### src/rtl/adsr_envelope.sv
// adsr_envelope: attack/decay/sustain/release amplitude envelope applied to the mixed sample stream.
// State and level advance only on ticks; the output product uses the level held before the tick.
module adsr_envelope #(
    parameter int width_p     = 24,
    parameter int lvl_width_p = 16
) (
    input  logic                      clk_i,
    input  logic                      reset_i,
    input  logic signed [width_p-1:0] sample_i,
    input  logic                      sample_valid_i,
    input  logic                      gate_i,
    input  logic [lvl_width_p-1:0]    attack_step_i,
    input  logic [lvl_width_p-1:0]    decay_step_i,
    input  logic [lvl_width_p-1:0]    sustain_level_i,
    input  logic [lvl_width_p-1:0]    release_step_i,
    output logic signed [width_p-1:0] sample_o,
    output logic                      valid_o,
    output logic [2:0]                state_o,
    output logic                      busy_o,
    output logic [lvl_width_p-1:0]    level_o
);
    localparam int pw = width_p + lvl_width_p + 1;
    localparam logic [lvl_width_p-1:0] max_lvl = '1;

    typedef enum logic [2:0] {
        IDLE    = 3'd0,
        ATTACK  = 3'd1,
        DECAY   = 3'd2,
        SUSTAIN = 3'd3,
        RELEASE = 3'd4
    } state_e;

    state_e                 state_q, state_n;
    logic [lvl_width_p-1:0] level_q, level_n;
    logic [lvl_width_p:0]   att_sum, dec_diff, rel_diff;
    logic                   att_full, dec_done, rel_done;
    logic signed [pw-1:0]   product;

    // Extra top bit on each difference flags an underflow instead of wrapping.
    assign att_sum  = {1'b0, level_q} + {1'b0, attack_step_i};
    assign dec_diff = {1'b0, level_q} - {1'b0, decay_step_i};
    assign rel_diff = {1'b0, level_q} - {1'b0, release_step_i};
    assign att_full = attack_step_i == '0 || att_sum >= {1'b0, max_lvl};
    assign dec_done = decay_step_i == '0 || dec_diff[lvl_width_p] || dec_diff <= {1'b0, sustain_level_i};
    assign rel_done = release_step_i == '0 || rel_diff[lvl_width_p] || rel_diff == '0;
    assign product  = pw'(sample_i) * pw'($signed({1'b0, level_q}));

    always_comb begin
        state_n = state_q;
        level_n = level_q;
        if (sample_valid_i) begin
            case (state_q)
                IDLE: begin
                    state_n = gate_i ? ATTACK : IDLE;
                    level_n = '0;
                end
                ATTACK: begin
                    state_n = !gate_i ? RELEASE : att_full ? DECAY : ATTACK;
                    level_n = !gate_i ? level_q : att_full ? max_lvl : att_sum[lvl_width_p-1:0];
                end
                DECAY: begin
                    state_n = !gate_i ? RELEASE : dec_done ? SUSTAIN : DECAY;
                    level_n = !gate_i ? level_q : dec_done ? sustain_level_i : dec_diff[lvl_width_p-1:0];
                end
                SUSTAIN: begin
                    state_n = !gate_i ? RELEASE : SUSTAIN;
                    level_n = !gate_i ? level_q : sustain_level_i;
                end
                RELEASE: begin
                    state_n = gate_i ? ATTACK : rel_done ? IDLE : RELEASE;
                    level_n = gate_i ? level_q : rel_done ? '0 : rel_diff[lvl_width_p-1:0];
                end
                default: begin
                    state_n = IDLE;
                    level_n = '0;
                end
            endcase
        end
    end

    always_ff @(posedge clk_i) begin
        if (reset_i) begin
            state_q  <= IDLE;
            level_q  <= '0;
            sample_o <= '0;
            valid_o  <= 1'b0;
        end else begin
            state_q <= state_n;
            level_q <= level_n;
            valid_o <= sample_valid_i;
            if (sample_valid_i)
                sample_o <= width_p'(product >>> lvl_width_p);
        end
    end

    assign state_o = state_q;
    assign busy_o  = state_q != IDLE;
    assign level_o = level_q;
endmodule

### config.mk
export PLATFORM = sky130hd
export DESIGN_NAME = adsr_envelope
export DESIGN_NICKNAME = d
export VERILOG_FILES = /design/src/rtl/adsr_envelope.sv
export SDC_FILE = /design/constraint.sdc
export NUM_CORES = 1
export LEC_CHECK = 0
export ABC_CLOCK_PERIOD_IN_PS = 20500
export BUFFER_PORTS_ARGS = -buffer_cell sky130_fd_sc_hd__buf_2
export CORE_UTILIZATION = 60
export CTS_BUF_LIST = sky130_fd_sc_hd__clkbuf_4
export DETAILED_ROUTE_END_ITERATION = 7
export PLACE_DENSITY_LB_ADDON = 0.2
export SLEW_MARGIN = 20
export SYNTH_ARGS = -nofsm -noshare
export SYNTH_HDL_FRONTEND = slang
export SYNTH_SLANG_ARGS = --single-unit
### constraint.sdc
create_clock -name clk_i -period 20.5 [get_ports clk_i]
set_clock_uncertainty 0.15 [all_clocks]
set_input_delay 6.15 -clock clk_i [delete_from_list [all_inputs] [get_ports clk_i]]
set_output_delay 6.15 -clock clk_i [all_outputs]
set_load 0.03 [all_outputs]
==> results of run 1 <==
==> through the flow <==
step                hold WS [ns]  instances  cell area (um^2)  util, %  worst slack (ns)
floorplan                  0.423       2128             18100        -              8.44
global placement           0.285       2590             19100     64.4              7.91
detailed placement         0.294       2590             19100     64.4              7.81
CTS                        0.314       2598             19200     64.6              8.27
global route               0.345       2602             19200     64.7              7.85
finish                     0.312       2602             19200     64.7              8.20
==> registers in the layout, indices dropped and copies added (netlist names) <==
| signal | flops |
|---|---|
| sample_o | 24 |
| state_o | 3 |
| level_o | 16 |
| valid_o | 1 |
==> logic make-up (layout without fill, tap and decap cells) <==
kind of cell,count (synthesis),in the layout
compound gates,281,281
xor+xnor,72,72
fa+ha+maj,533,533
buf+inv,591,671
flops,44,44
mux,9,9
other cells,0,4
simple gates,598,598
==> report_power, final <==
group	internal, mW	total (mW)	switching, mW	leakage, nW
sequential	0.0869	0.0880	0.00107	0.355
combinational	0.0369	0.106	0.0690	9.87
clock	0.0249	0.0589	0.0341	0.0403
total	0.149	0.253	0.104	10.3
==> critical path, delay by kind of cell <==
kind / cells / cell delay, ns
adder cells (fa/ha/maj): 7 / 3.37
AO/OA/AOI/OAI: 7 / 2.04
buffers and inverters: 4 / 0.44
XOR/XNOR: 1 / 0.16
AND/OR/NAND/NOR: 2 / 0.31
==> worst paths after layout <==
path                                   start      endpoint  slack [ns]  depth (start not counted)
worst min register to register  sample_o[23]  sample_o[23]        0.31                          2
worst max-delay path            sample_i[10]  sample_o[23]        8.20                         21
worst min-delay path            sample_o[23]  sample_o[23]        0.31                          2
worst max register to register    level_o[2]  sample_o[23]       13.42                         21
==> synth_stat cells, drive strengths merged (10+ instances only) <==
cell      n
inv     509
and3     14
a31oi    14
nand3    18
fa      373
nand2b   10
a211oi   11
ha      160
xor2     28
nor4     13
xnor2    44
a22oi    11
o21ai    53
nor2     51
clkbuf   79
o21a     14
o211ai   18
a21o     17
a221oi   13
and2    152
dfxtp    44
nand2   275
nor3     21
a21oi    65
==> area by class of cell <==
type / count / area [um^2]
multi-input combinational: 1493 / 15100
fill: 2577 / 10500
inverter: 509 / 1910
sequential: 44 / 881
timing repair buffer: 154 / 816
tap: 390 / 488
clock buffer: 5 / 37.5
clock inverter: 3 / 37.5
antenna: 4 / 10.0
==> metal layers <==
layer / routed length, um / global-route usage, %
met5: 0 / 0
met4: 2510 / 17.2
met3: 2790 / 4.16
met2: 23900 / 58.2
met1: 19000 / 39.7
==> results.cfg, run 1 <==
[logic_synthesis]
synth_top_family_by_area = adder cells
synth_cells = 2128
yosys_most_used_dff = dfxtp_1
synth_fa_ha_area_share_pct = 52.2
synth.net_count = 2753
synthSimpleGateAreaFrac_pct = 16.1
synth_xor_area_share_pct = 3.48
yosys_warnings = 0
yosysTopAreaCell = fa_1
yosysUniqueCellTypes = 72
synth_seq_area_share_pct = 4.86
synth_mux_area_share_pct = 0.497
synthArstFlopShare_pct = 0
yosysTopAreaCellShare_pct = 41.2
synth_area_um2 = 18100
synth_edf_count = 0
synth_compound_area_share_pct = 10.6
synthTopCellsByArea = fa_1, ha_1, inv_1, nand2_1, and2_1
ys_ff_latch = 44
avgSynthCellArea_um2 = 8.52

[sta]
rsz0062_at_grt = false
fin_crit_ns = 12.30
setup_viol = 0
period_share_pct = 60.0
worstMarginPinSlew_ns = 1.13
hold_viol = 0
drv_slew = 0
max_slew_margin_pct = 24.4
fin_tns_setup_ns = 0
fmax_mhz = 81.3

[worst_setup_path]
cpPeakStageDelay_ns = 0.58
cp.arrival_ns = 12.46
cp_slowest_cell = fa_1
crit_path_end_kind = flip-flop
cp.required_ns = 20.66
cp_cell_sequence = buf_2 > nand2_1 > fa_1 > fa_1 > fa_1 > fa_1 > inv_1 > fa_1 > inv_1 > fa_1 > inv_1 > ha_1 > and3_1 > o21ai_0 > o311ai_0 > a211o_1 > a311oi_1 > o21bai_1 > a221oi_1 > xnor2_1 > o21ai_1
cp_max_fo = 16
start_kind = primary input
cpMostUsedCell = fa_1
path_class = primary input to flip-flop

[global_routing]
grt_use_total_pct = 33.1
grt_pass1_vias = 15946
grt_max_degree = 32
antenna_found_initial = 4
overflow = 0
grt_pass1_wl_um = 79200

[clock_network]
cts_post_setup_buffers_inserted = 0
clock_sinks = 44
cts_root_buffer = clkbuf_4
path_clk_slew_ns = 0.12
ctsLongestPathBuffers = 2
cts_hold_buf = 0
numCtsBuffers = 5
cts_tree = yes
clock_latency_ns = 0.44
htreeDepth = 2
cts-resized-gates = 0

[cells_and_area]
final_cell_mix = inv_1, fa_1, nand2_1
final_layout_size_suffix_gt1_share_pct = 7.97
areaGrowthSynthToFinish_pct = 6.06
final_common_cell = inv_1
nets = 2832

[hold_path]
hold_class = flip-flop to flip-flop

[power_and_ir_drop]
power.density_nw_per_um2 = 13.1
finalPower_uw = 253
max-vdd-ir-drop_v = 0.0000202
p_leak_nw = 10.3

[placement]
portBuffers = 136
hpwl_um = 38800
place_congestion = 0.925

[floorplanning]
coreArea_um2 = 29700
io_pins = 137
num_rows = 63
die_height_um = 176
dieArea_um2 = 30900
start_util_pct = 61.0
die_w_um = 176

[route]
firstDrtPassIters = 7
routedWlPerCell_um = 18.5
totalWireLength_um = 48200
drt_iter0_markers = 1011
ant_nets = 0
viasPerCell = 5.72
drc_errors = 0
vias = 14872

[outcome]
outcome = complete, no violations

[flow_run]
maxCapViolations = 0
(Power assumes the default switching activity.)
==> run 2, diff against run 1 <==
--- a/config.mk
+++ b/config.mk
@@ -5,9 +5,9 @@
 export SDC_FILE = /design/constraint.sdc
 export NUM_CORES = 1
 export LEC_CHECK = 0
-export ABC_CLOCK_PERIOD_IN_PS = 20500
+export ABC_CLOCK_PERIOD_IN_PS = 10820
 export BUFFER_PORTS_ARGS = -buffer_cell sky130_fd_sc_hd__buf_2
-export CORE_UTILIZATION = 60
+export CORE_UTILIZATION = 58
 export CTS_BUF_LIST = sky130_fd_sc_hd__clkbuf_4
 export DETAILED_ROUTE_END_ITERATION = 7
 export PLACE_DENSITY_LB_ADDON = 0.2
==> constraint.sdc (replaced) <==
create_clock -name clk_i -period 10.82 [get_ports clk_i]
set_clock_uncertainty 0.15 [all_clocks]
set_input_delay 3.246 -clock clk_i [delete_from_list [all_inputs] [get_ports clk_i]]
set_output_delay 3.246 -clock clk_i [all_outputs]
set_load 0.03 [all_outputs]
==> run 2 against run 1 <==
Net effect:
- combinational power increased by 90%
- clock-buffer cell count increased by 1
- largest power group unchanged
- sequential cell count unchanged
- register-to-register slack got worse by 10 ns
- sequential power increased by 91%
- critical endpoint unchanged
==> results.cfg, run 2 (same netlist as run 1, synthesis figures left out) <==
[power_and_ir_drop]
p_sw_uw = 192
power.density_nw_per_um2 = 23.6
p_comb_share_pct = 44.3
switching_share_pct = 42.3
finalPower_uw = 453
p_int_uw = 261
p_leak_nw = 10.3
p_clk_share_pct = 18.6
pwr-share-seq_pct = 37.0
max-vdd-ir-drop_v = 0.0000365

[floorplanning]
start_util_pct = 59.1
dieArea_um2 = 32000
coreArea_um2 = 30700
num_rows = 64
io_pins = 137
die_height_um = 179
die_w_um = 179

[cells_and_area]
final_cell_count_no_fill = 2604
final_layout_size_suffix_gt1_share_pct = 8.02
final_cell_mix = inv_1, fa_1, nand2_1
largest_register = sample_o
nets = 2832
final_common_cell = inv_1
areaGrowthSynthToFinish_pct = 5.93
largest_register_ffs = 24
nFillCells = 2732

[placement]
portBuffers = 136
place_congestion = 0.905
hpwl_um = 39900
pre_cts_ws_ns = 0.945
place_inst = 2596

[route]
drt_iter0_markers = 865
viasPerCell = 5.71
firstDrtPassIters = 5
vias = 14876
routedWlPerCell_um = 18.6
totalWireLength_um = 48500
ant_nets = 0
drc_errors = 0

[clock_network]
clock_latency_ns = 0.41
cts_tree = yes
cts_hold_buf = 0
htreeDepth = 2
ctsLongestPathBuffers = 2
cts_post_setup_buffers_inserted = 0
clock_sinks = 44
numCtsBuffers = 5
cts-resized-gates = 0
path_clk_slew_ns = 0.12
cts_root_buffer = clkbuf_4

[sta]
setup_viol = 0
fmax_mhz = 105
hold_viol = 0
worstMarginPinSlew_ns = 1.09
max_slew_margin_pct = 27.0
setup_slack_ns = 1.30
fin_crit_ns = 9.52
fin_tns_setup_ns = 0
rsz0062_at_grt = false
drv_slew = 0
period_share_pct = 88.0

[global_routing]
grt_use_total_pct = 32.7
grt_pass1_wl_um = 79800
grt_pass1_vias = 15766
antenna_found_initial = 1
grt_max_degree = 32
overflow = 0

[worst_setup_path]
cp.arrival_ns = 9.65
crit_path_end_kind = flip-flop
cp_max_fo = 16
path_class = primary input to flip-flop
cp.required_ns = 10.95
start_kind = primary input

[outcome]
outcome = complete, no violations

[hold_path]
hold_class = flip-flop to flip-flop

[flow_run]
maxCapViolations = 0
-- run 2: cell count changes in the layout (fill, tap and decap cells not counted) --
cell / delta
nor2_1: +1
diode_2: -3
clkinv_2: +1
a21oi_2: +1
nor2_2: -1
clkbuf_4: +1
bufinv_16: -1
a21oi_1: -1
clkinv_1: -2
-- run 2: layout make-up --
| class | instances | area (um^2) | area share [%] |
|---|---|---|---|
| diodes | 1 | 2.50 | 0.0130 |
| repair buffers | 154 | 816 | 4.25 |
| clock inverters | 1 | 5.00 | 0.0261 |
| well taps | 396 | 495 | 2.58 |
| flip-flops and latches | 44 | 881 | 4.58 |
| multi-input cells | 1493 | 15100 | 78.4 |
| clock buffers | 6 | 45.0 | 0.234 |
| inverters | 509 | 1910 | 9.94 |
-- run 2: path summary, 6_finish.rpt --
check	from	to	slack (ns)	depth (start not counted)
setup / recovery	sample_i[10]	sample_o[23]	1.30	21
hold reg to reg	sample_o[23]	sample_o[23]	0.31	2
setup reg to reg	level_o[4]	sample_o[23]	3.13	21
hold / removal	sample_o[23]	sample_o[23]	0.31	2
-- run 2: worst max-delay path, stage by stage --
cell      delay, ns
buf_2          0.31
nand2_1        0.15
fa_1           0.56
fa_1           0.57
fa_1           0.46
fa_1           0.54
inv_1          0.04
fa_1           0.47
inv_1          0.05
fa_1           0.48
inv_1          0.05
ha_1           0.30
and3_1         0.18
o21ai_0        0.23
o311ai_0       0.37
a211o_1        0.41
a311oi_1       0.43
o21bai_1       0.24
a221oi_1       0.33
xnor2_1        0.16
o21ai_1        0.07
-- run 2: layer usage --
metal  GRT usage (%)  routed length [um]
met5               0                   0
met4            16.1                2390
met3            2.95                3000
met2            56.0               23600
met1            41.5               19500
-- run 2: power groups by stage --
stage,Clock (mW),Combinational [mW],Sequential [mW]
after floorplan,0,0.120,0.175
after global placement,0,0.193,0.171
after detailed placement,0,0.197,0.171
after CTS,0.0872,0.198,0.168
after global routing,0.0932,0.221,0.168
final,0.0843,0.201,0.168
-- run 2: per-stage QoR --
stage               hold WS (ns)  utilization, %  instance area, um^2
finish                     0.312            62.6                19200
global route               0.344            62.6                19200
CTS                        0.312            62.6                19200
detailed placement         0.287            62.4                19100
global placement           0.283            62.4                19100
floorplan                  0.423               -                18100
==> run 3, diff against run 2 <==
--- a/config.mk
+++ b/config.mk
@@ -5,9 +5,10 @@
 export SDC_FILE = /design/constraint.sdc
 export NUM_CORES = 1
 export LEC_CHECK = 0
-export ABC_CLOCK_PERIOD_IN_PS = 10820
+export ABC_CLOCK_PERIOD_IN_PS = 8800
 export BUFFER_PORTS_ARGS = -buffer_cell sky130_fd_sc_hd__buf_2
-export CORE_UTILIZATION = 58
+export CORE_MARGIN = 3
+export CORE_UTILIZATION = 60
 export CTS_BUF_LIST = sky130_fd_sc_hd__clkbuf_4
 export DETAILED_ROUTE_END_ITERATION = 7
 export PLACE_DENSITY_LB_ADDON = 0.2
==> constraint.sdc (replaced) <==
create_clock -name clk_i -period 8.8 [get_ports clk_i]
set_clock_uncertainty 0.15 [all_clocks]
set_input_delay 2.64 -clock clk_i [delete_from_list [all_inputs] [get_ports clk_i]]
set_output_delay 2.64 -clock clk_i [all_outputs]
set_load 0.03 [all_outputs]
==> run 3 against run 2 <==
Net effect:
- global-route usage down 1.6 points
- first-iteration DRC count is 0.58% higher
- sequential cell count unchanged
- clock power up 60%
- sequential share of layout area decreased by 0.13 points
- clock-buffer cell count down 1
- critical path type unchanged
==> results.cfg, run 3 (same netlist as run 1, synthesis figures left out) <==
[sta]
period_share_pct = 95.8
fmax_mhz = 119
worstMarginPinSlew_ns = 1.12
fin_tns_setup_ns = 0
max_slew_margin_pct = 24.9
fin_crit_ns = 8.43
hold_viol = 0
drv_slew = 0
rsz0062_at_grt = false
setup_viol = 0
setup_slack_ns = 0.366

[power_and_ir_drop]
switching_share_pct = 40.2
max-vdd-ir-drop_v = 0.0000544
power.density_nw_per_um2 = 30.6
p_sw_uw = 244
pwr-share-seq_pct = 34.1
p_clk_share_pct = 22.2
p_comb_share_pct = 43.7
p_int_uw = 363
p_leak_nw = 10.6

[route]
totalWireLength_um = 48500
viasPerCell = 5.67
drt_iter0_markers = 870
firstDrtPassIters = 8
ant_nets = 0
routedWlPerCell_um = 18.1
drc_errors = 0
vias = 15169

[cells_and_area]
largest_register_ffs = 24
final_cell_count_no_fill = 2677
final_cell_mix = inv_1, fa_1, nand2_1
design_area_um2 = 19800
final_layout_size_suffix_gt1_share_pct = 11.2
nFillCells = 2496
final_core_util_pct = 66.7
nets = 2909
largest_register = sample_o
areaGrowthSynthToFinish_pct = 9.35
final_common_cell = inv_1

[worst_setup_path]
reg2reg_to = sample_o[23]
ff2ff_path_depth = 22
cp.required_ns = 8.95
cp_slowest_cell = fa_1
cp_cell_sequence = buf_2 > buf_4 > nand2_1 > fa_1 > inv_1 > fa_1 > fa_1 > fa_1 > fa_1 > inv_1 > fa_1 > inv_1 > ha_1 > a211o_1 > a31oi_1 > o221ai_1 > a211o_1 > a311oi_2 > o21bai_1 > a221oi_1 > xnor2_1 > o21ai_1
path_class = primary input to flip-flop
cp_max_fo = 8
cpPeakStageDelay_ns = 0.58
crit_path_end_kind = flip-flop
reg2reg_slack_ns = 1.71
r2r_start = level_o[4]
cp.arrival_ns = 8.58
start_kind = primary input
cpMostUsedCell = fa_1

[floorplanning]
io_pins = 137
start_util_pct = 61.0
die_height_um = 180
dieArea_um2 = 32400
die_w_um = 180
num_rows = 63
coreArea_um2 = 29700

[hold_path]
hold_end = sample_o[4]
hold_class = flip-flop to flip-flop
min_from = sample_o[4]
min_path_cells = 2

[placement]
portBuffers = 136
pre_cts_ws_ns = -0.0856
place_inst = 2667
hpwl_um = 40400
place_congestion = 0.918
place_area_um2 = 19700

[global_routing]
use_met1_pct = 39.7
top_usage_layer = met2
grt_max_degree = 31
grt_use_total_pct = 31.1
grt_pass1_wl_um = 81600
grt_pass1_vias = 16639
grt_util_met2_pct = 53.6
antenna_found_initial = 2
overflow = 0
grtUsageMet3_pct = 3.78

[clock_network]
path_clk_slew_ns = 0.15
clock_sinks = 44
ctsLongestPathBuffers = 2
numCtsBuffers = 5
clock_latency_ns = 0.38
cts_root_buffer = clkbuf_4
cts_tree = yes
cts_post_setup_buffers_inserted = 0
htreeDepth = 2

[outcome]
outcome = complete, no violations

[flow_run]
maxCapViolations = 0
==> run 3: cell count changes in the layout (fill, tap and decap cells not counted), sizes merged <==
cell	before	now
clkbuf	6	5
diode	1	2
bufinv	0	1
clkinv	1	2
buf	154	231
==> run 3: timing repair <==
item / CTS / global route
hold buffers: 0 / 0
setup endpoints to repair: 0 / 1
resized for setup: 0 / 2
==> run 3: layout make-up <==
type / instances / area [um^2] / area share, %
Clock buffer: 5 / 37.5 / 0.189
Tap cell: 390 / 488 / 2.46
Inverter: 509 / 1910 / 9.63
Sequential cell: 44 / 883 / 4.45
Antenna cell: 2 / 5.00 / 0.0252
Timing Repair Buffer: 231 / 1410 / 7.09
Clock inverter: 3 / 42.5 / 0.214
Multi-Input combinational cell: 1493 / 15100 / 75.9
==> run 3: critical path, delay by kind of cell <==
kind | cells | cell delay (ns)
AOI/OAI and AO/OA | 8 | 1.87
and+or+nand+nor | 1 | 0.10
buffers and inverters | 5 | 0.48
xor gates and xnor gates | 1 | 0.16
adders and majority gates | 7 | 3.31
==> run 3: how the worst max path moves through the flow <==
stage,start,end,slack (ns),depth (start not counted)
6_report,sample_i[9],sample_o[23],0.37,22
5_1_grt,sample_i[23],sample_o[23],0.03,22
4_1_cts,sample_i[7],sample_o[23],0.33,23
3_5_place_dp,sample_i[7],sample_o[23],-0.09,23
3_3_place_gp,sample_i[7],sample_o[23],-0.03,23
2_1_floorplan,sample_i[15],sample_o[23],0.25,21
==> run 3: power groups by stage <==
stage / clock (mW) / sequential, mW / combinational (mW)
6_report: 0.135 / 0.207 / 0.265
5_1_grt: 0.145 / 0.208 / 0.293
4_1_cts: 0.137 / 0.207 / 0.261
3_5_place_dp: 0 / 0.211 / 0.259
3_3_place_gp: 0 / 0.211 / 0.253
2_1_floorplan: 0 / 0.216 / 0.147
==> run 3: through the flow <==
step / power, mW / hold WS (ns)
6_report: 0.607 / 0.326
5_1_grt: 0.645 / 0.344
4_1_cts: 0.605 / 0.332
3_5_place_dp: 0.470 / 0.297
3_3_place_gp: 0.464 / 0.288
2_1_floorplan: 0.363 / 0.423
==> run 3: per-layer routing <==
metal  vias up  wire [um]
li1       6906          -
met1      7533      19200
met2       599      23500
met3       131       3340
met4         0       2440
met5         -          0
